--- src/rtl/regfile_write_arbiter.sv ---
// regfile_write_arbiter
// Round-robin arbiter that shares the single register-file write port between
// NUM_REQ write-back requesters. The granted request is registered and driven
// to the register file as a one-hot write enable plus data on the next cycle.
//
// Ports:
//   clk_i      rising-edge clock
//   rst_ni     asynchronous active-low reset
//   req_i      per-requester write request (level)
//   addr_i     packed destination addresses, requester k at [k*ADDR_WIDTH +: ADDR_WIDTH]
//   data_i     packed write data, same packing as addr_i
//   gnt_o      one-hot grant, combinational, same cycle as the accepted request
//   stall_i    register file cannot take the presented write this cycle
//   wr_en_o    one-hot per-register write enable (registered)
//   wr_data_o  write data presented with wr_en_o (registered)
//   busy_o     a write is currently presented
//
// Optional build macro: REGFILE_WRITE_ARBITER_ZERO_DISCARD_EN
//   When defined, a granted write to address 0 consumes its round-robin turn
//   but is dropped instead of being presented to the register file.

module regfile_write_arbiter #(
  parameter int unsigned NUM_REQ    = 4,
  parameter int unsigned ADDR_WIDTH = 5,
  parameter int unsigned DATA_WIDTH = 64,
  parameter int unsigned NUM_REGS   = 2 ** ADDR_WIDTH
) (
  input  logic                             clk_i,
  input  logic                             rst_ni,
  input  logic [NUM_REQ-1:0]               req_i,
  input  logic [NUM_REQ*ADDR_WIDTH-1:0]    addr_i,
  input  logic [NUM_REQ*DATA_WIDTH-1:0]    data_i,
  output logic [NUM_REQ-1:0]               gnt_o,
  input  logic                             stall_i,
  output logic [NUM_REGS-1:0]              wr_en_o,
  output logic [DATA_WIDTH-1:0]            wr_data_o,
  output logic                             busy_o
);

  localparam int unsigned PTR_W = (NUM_REQ > 1) ? $clog2(NUM_REQ) : 1;

  typedef enum logic {
    IDLE    = 1'b0,
    PRESENT = 1'b1
  } state_e;

  state_e                  state_q, state_d;
  logic [PTR_W-1:0]        ptr_q, ptr_d;
  logic [NUM_REGS-1:0]     wr_en_q, wr_en_d;
  logic [DATA_WIDTH-1:0]   wr_data_q, wr_data_d;

  logic                    found;
  logic [PTR_W-1:0]        win_idx;
  logic [ADDR_WIDTH-1:0]   win_addr;
  logic [DATA_WIDTH-1:0]   win_data;
  logic                    accept;
  logic                    discard;
  logic                    load;

  // Round-robin search: first requesting index at or above the pointer, wrapping.
  always_comb begin
    found   = 1'b0;
    win_idx = '0;
    for (int unsigned i = 0; i < NUM_REQ; i++) begin
      int unsigned j;
      j = 32'(ptr_q) + i;
      if (j >= NUM_REQ) j = j - NUM_REQ;
      if (!found && req_i[j]) begin
        found   = 1'b1;
        win_idx = PTR_W'(j);
      end
    end
  end

  // Winner's payload.
  always_comb begin
    int unsigned base_a;
    int unsigned base_d;
    base_a   = 32'(win_idx) * ADDR_WIDTH;
    base_d   = 32'(win_idx) * DATA_WIDTH;
    win_addr = addr_i[base_a +: ADDR_WIDTH];
    win_data = data_i[base_d +: DATA_WIDTH];
  end

  // A held PRESENT write blocks new grants while stalled; reset forces no grant.
  assign accept = found & rst_ni & ((state_q == IDLE) | ~stall_i);

`ifdef REGFILE_WRITE_ARBITER_ZERO_DISCARD_EN
  assign discard = (win_addr == '0);
`else
  assign discard = 1'b0;
`endif

  assign load  = accept & ~discard;
  assign gnt_o = accept ? (NUM_REQ'(1) << win_idx) : '0;

  // Next-state, pointer and output-register logic.
  always_comb begin
    state_d   = state_q;
    ptr_d     = ptr_q;
    wr_en_d   = wr_en_q;
    wr_data_d = wr_data_q;

    if (accept) begin
      if (win_idx == PTR_W'(NUM_REQ - 1)) ptr_d = '0;
      else                                ptr_d = win_idx + PTR_W'(1);
    end

    unique case (state_q)
      IDLE: begin
        if (load) begin
          state_d   = PRESENT;
          wr_en_d   = NUM_REGS'(1) << win_addr;
          wr_data_d = win_data;
        end
      end
      PRESENT: begin
        // The presented write retires on any unstalled cycle.
        if (!stall_i) begin
          if (load) begin
            state_d   = PRESENT;
            wr_en_d   = NUM_REGS'(1) << win_addr;
            wr_data_d = win_data;
          end else begin
            state_d = IDLE;
            wr_en_d = '0;
          end
        end
      end
      default: begin
        state_d = IDLE;
        wr_en_d = '0;
      end
    endcase
  end

  // State and output registers.
  always_ff @(posedge clk_i or negedge rst_ni) begin
    if (!rst_ni) begin
      state_q   <= IDLE;
      ptr_q     <= '0;
      wr_en_q   <= '0;
      wr_data_q <= '0;
    end else begin
      state_q   <= state_d;
      ptr_q     <= ptr_d;
      wr_en_q   <= wr_en_d;
      wr_data_q <= wr_data_d;
    end
  end

  assign wr_en_o   = wr_en_q;
  assign wr_data_o = wr_data_q;
  assign busy_o    = (state_q == PRESENT);

endmodule

--- config.mk ---
export PLATFORM = sky130hd
export DESIGN_NAME = regfile_write_arbiter
export DESIGN_NICKNAME = d
export VERILOG_FILES = /design/src/rtl/regfile_write_arbiter.sv
export SDC_FILE = /design/constraint.sdc
export NUM_CORES = 1
export LEC_CHECK = 0
export ABC_AREA = 0
export CAP_MARGIN = 5
export CORE_AREA = 2 2 151 153
export DETAILED_ROUTE_END_ITERATION = 12
export DIE_AREA = 0 0 153 155
export PLACE_DENSITY = 0.74
export SLEW_MARGIN = 5
export SYNTH_ARGS = -nofsm -noshare
export SYNTH_HDL_FRONTEND = slang
export SYNTH_SLANG_ARGS = --single-unit
--- constraint.sdc ---
create_clock -name clk_i -period 6.3 [get_ports clk_i]
set_clock_uncertainty 0.15 [all_clocks]
set_input_delay 0.63 -clock clk_i [delete_from_list [all_inputs] [get_ports clk_i]]
set_output_delay 0.63 -clock clk_i [all_outputs]
set_load 0.03 [all_outputs]
==> summary.md <==
| Metric | Value |
|---|---|
| FILL cells | `2208` |
| EDFF count, synth | `0` |
| Fmax | `0.225 GHz` |
| Root Buffer | `clkbuf_16` |
| Final Critical Period | `4.44 ns` |
| Worst Reg2Reg Path Length in Cells | `6` |
| Worst Setup EP | `gnt_o[3]` |
| Worst-path cell chain | `clkdlybuf4s50_1 -> nor2b_1 -> a211oi_2 -> nor2_4 -> buf_4 -> ha_1 -> and2_1 -> clkdlybuf4s50_1` |
| Dominant cell type by area after synthesis | `dfrtp_1` |
| Core area | `22200 um2` |
| Yosys warns | `0` |
| Vias | `6953` |
| Leading post-synthesis cells by cell area | `dfrtp_1 (41%), nand2_1 (10%), a311oi_1 (9.2%)` |
| Top cell type's share of synthesized area | `0.407` |
| Flop2flop setup slack | `2.86 ns` |
| Critical Path Source | `req_i[2]` |
| GPL Wtd Cong | `0.865` |
| Total GRT Usage | `0.196` |
| Synth Cell Area | `6090 um2` |
| Most frequent cell after synthesis | `nand2_1` |
| Drt first-iter violations | `402` |
| Final hold viol count | `0` |
| Clk sinks | `99` |
| FP Rows | `55` |
| Tightest Hold Check Type | `in2async` |
| Global route total overflow | `0` |
| Crit path kind | `in2out` |
| Routed wire length | `24.5 mm` |
| Die width | `153 um` |
| Tot Pwr | `3.68 mW` |
| H-tree depth | `3` |
| Post-route ant nets | `0` |
| Worst IR drop on VDD | `0.144 mV` |
| Num CTS Buffers | `9` |
| Latest clock arrival within the worst-skew pair | `0.34 ns` |
| Startpoint class of the critical path | `input port` |
| Remaining DRCs | `0` |
| Cts repair resizes | `0` |
| Largest net degree at the start of global routing | `81` |
| Crit. End Element | `output pin` |
| RSZ-0062 raised after global routing | `no` |
| Final #Nets | `1314` |
| Worst r2r dst | `wr_en_o[25]` |
| Vias per cell | `5.28` |
| #FFs+latches synth | `99` |
| Worst slew margin | `0.167` |
| CP max stage cell | `clkdlybuf4s50_1` |
| Cts hold-fix bufs | `0` |
| Area delta synth->final | `69.8%` |
| Longest Clk Path Bufs | `2` |
| PwrDens | `356 nW/um2` |
| Primary FF master, synth | `dfrtp_1` |
| Avg Inst Size Synth | `8.69 um2` |
| Worst-Margin Slew | `1.25 ns` |
| Pre-Repair DR Iteration Count | `5` |
| Worst path required time | `5.52 ns` |
| Initial antenna violation count | `0` |
| Most common library cells after synthesis | `nand2_1 (167), dfrtp_1 (99), and3_1 (74)` |
| Ports | `384` |
| Lkg Pwr | `4.53 nW` |
| CP most frequent cell | `clkdlybuf4s50_1` |
| Sequential share of the synthesized area | `0.407` |
| MaxCap Viol Count | `0` |
| Ant. Diodes | `0` |
| Final setup violation count | `0` |
| Clk slew on worst S/H paths | `0.08 ns` |
| Worst path max stage delay | `0.66 ns` |
| Total negative slack | `0 ns` |
| Syn Inst Count | `701` |
| Vias in the first global route | `6755` |
| Wirelength per Cell | `18.6 um` |
| CTS tree | `done` |
| First-pass GRT wire length | `37.1 mm` |
| Chip Height | `155 um` |
| Asr flop ratio synth | `1.00` |
| Post-CTS setup repair buffer count | `0` |
| Period utilization | `0.704` |
| Yosys cell types | `34` |
| Status | `complete, no violations` |
| CP Data Arrival Time | `3.66 ns` |
| Synthesized Nets | `988` |
| Fin. max-slew vios | `0` |
| I/O Buffers | `383` |
| Initial Util | `0.274` |
| Layout cell share with drive strength beyond 1 | `0.0359` |
| Worst-path maximum fanout | `44` |
| Die area | `23700 um2` |
| Detailed Place HPWL | `17.9 mm` |
| RR Startpoint | `ptr_q[0]` |
-- cells in the final DEF (no fill, tap or decap), types with 2 or more instances in the layout --
master,instances
a311oi_1,64
a21o_1,65
o22ai_1,2
nand3_1,6
o21ai_0,4
inv_4,2
clkdlybuf4s50_1,382
ha_1,4
inv_1,2
a211oi_1,69
clkinvlp_4,2
clkbuf_16,9
and3_1,74
and2_1,4
o2111ai_1,2
a21oi_1,3
nand2_1,167
nor2b_1,2
o41ai_1,4
inv_8,2
nand2b_1,2
a211o_1,4
buf_4,8
o31ai_1,28
dfrtp_1,99
a211oi_2,4
o211ai_1,3
-- power breakdown --
group / leakage (nW) / internal, mW / total (mW) / switching [mW]
clock: 0.139 / 0.279 / 0.553 / 0.273
sequential: 1.26 / 0.840 / 0.965 / 0.126
combinational: 3.13 / 0.856 / 2.16 / 1.31
total: 4.53 / 1.98 / 3.68 / 1.70
-- metal layers --
metal  vias to the layer above  track usage  share of wire
li1                       3288            -              -
met1                      3307        0.242           0.41
met2                       311        0.333           0.49
met3                        47       0.0510          0.074
met4                         0       0.0675          0.029
met5                         -            0              0
-- per-stage QoR --
stage	setup slack, ns	utilization	area, um2	hold WS (ns)	std cells
finish	1.86	0.466	10300	0.135	1317
global route	1.68	0.466	10300	0.175	1317
CTS	1.83	0.466	10300	0.157	1317
detailed placement	1.84	0.452	10100	0.315	1301
global placement	1.91	0.452	10100	0.309	1301
floorplan	3.21	-	6090	0.184	701
-- layout make-up --
cell class	count	area [um2]	area share
multi-input cells	523	3310	0.320
clock buffers	9	225	0.0218
flip-flops and latches	99	2480	0.239
well taps	285	357	0.0345
clock inverters	7	71.3	0.00689
repair buffers	390	3880	0.375
inverters	4	20.0	0.00193
-- critical path, delay by kind of cell --
kind                     cells  cell delay, ns
AND/OR/NAND/NOR              3            0.92
adder cells (fa/ha/maj)      1            0.23
buffers and inverters        3            1.74
AO/OA/AOI/OAI                1            0.10
-- worst min path at each step --
stage,cells past startpoint,slack (ns),to,startpoint
4_1_cts,1,0.16,wr_data_o[55],rst_ni
3_5_place_dp,1,0.31,wr_data_o[8],wr_data_o[8]
2_1_floorplan,0,0.18,busy_o,rst_ni
5_1_grt,1,0.17,wr_data_o[55],rst_ni
3_3_place_gp,1,0.31,wr_data_o[30],wr_data_o[30]
6_report,1,0.14,wr_data_o[55],rst_ni
-- cell families after synthesis --
family,after synthesis,synth area share
and+or+nand+nor,261,0.198
AOI/OAI and AO/OA,257,0.333
buffers and inverters,79,0.0524
DFF,99,0.407
muxes,1,0.00185
adders and majority gates,4,0.00822
-- state kept, by name, indices dropped and copies added, names as in the netlist --
name,cells
busy_o,1
wr_en_o,32
wr_data_o,64
ptr_q,2
Power figures use the tool's default switching activity.
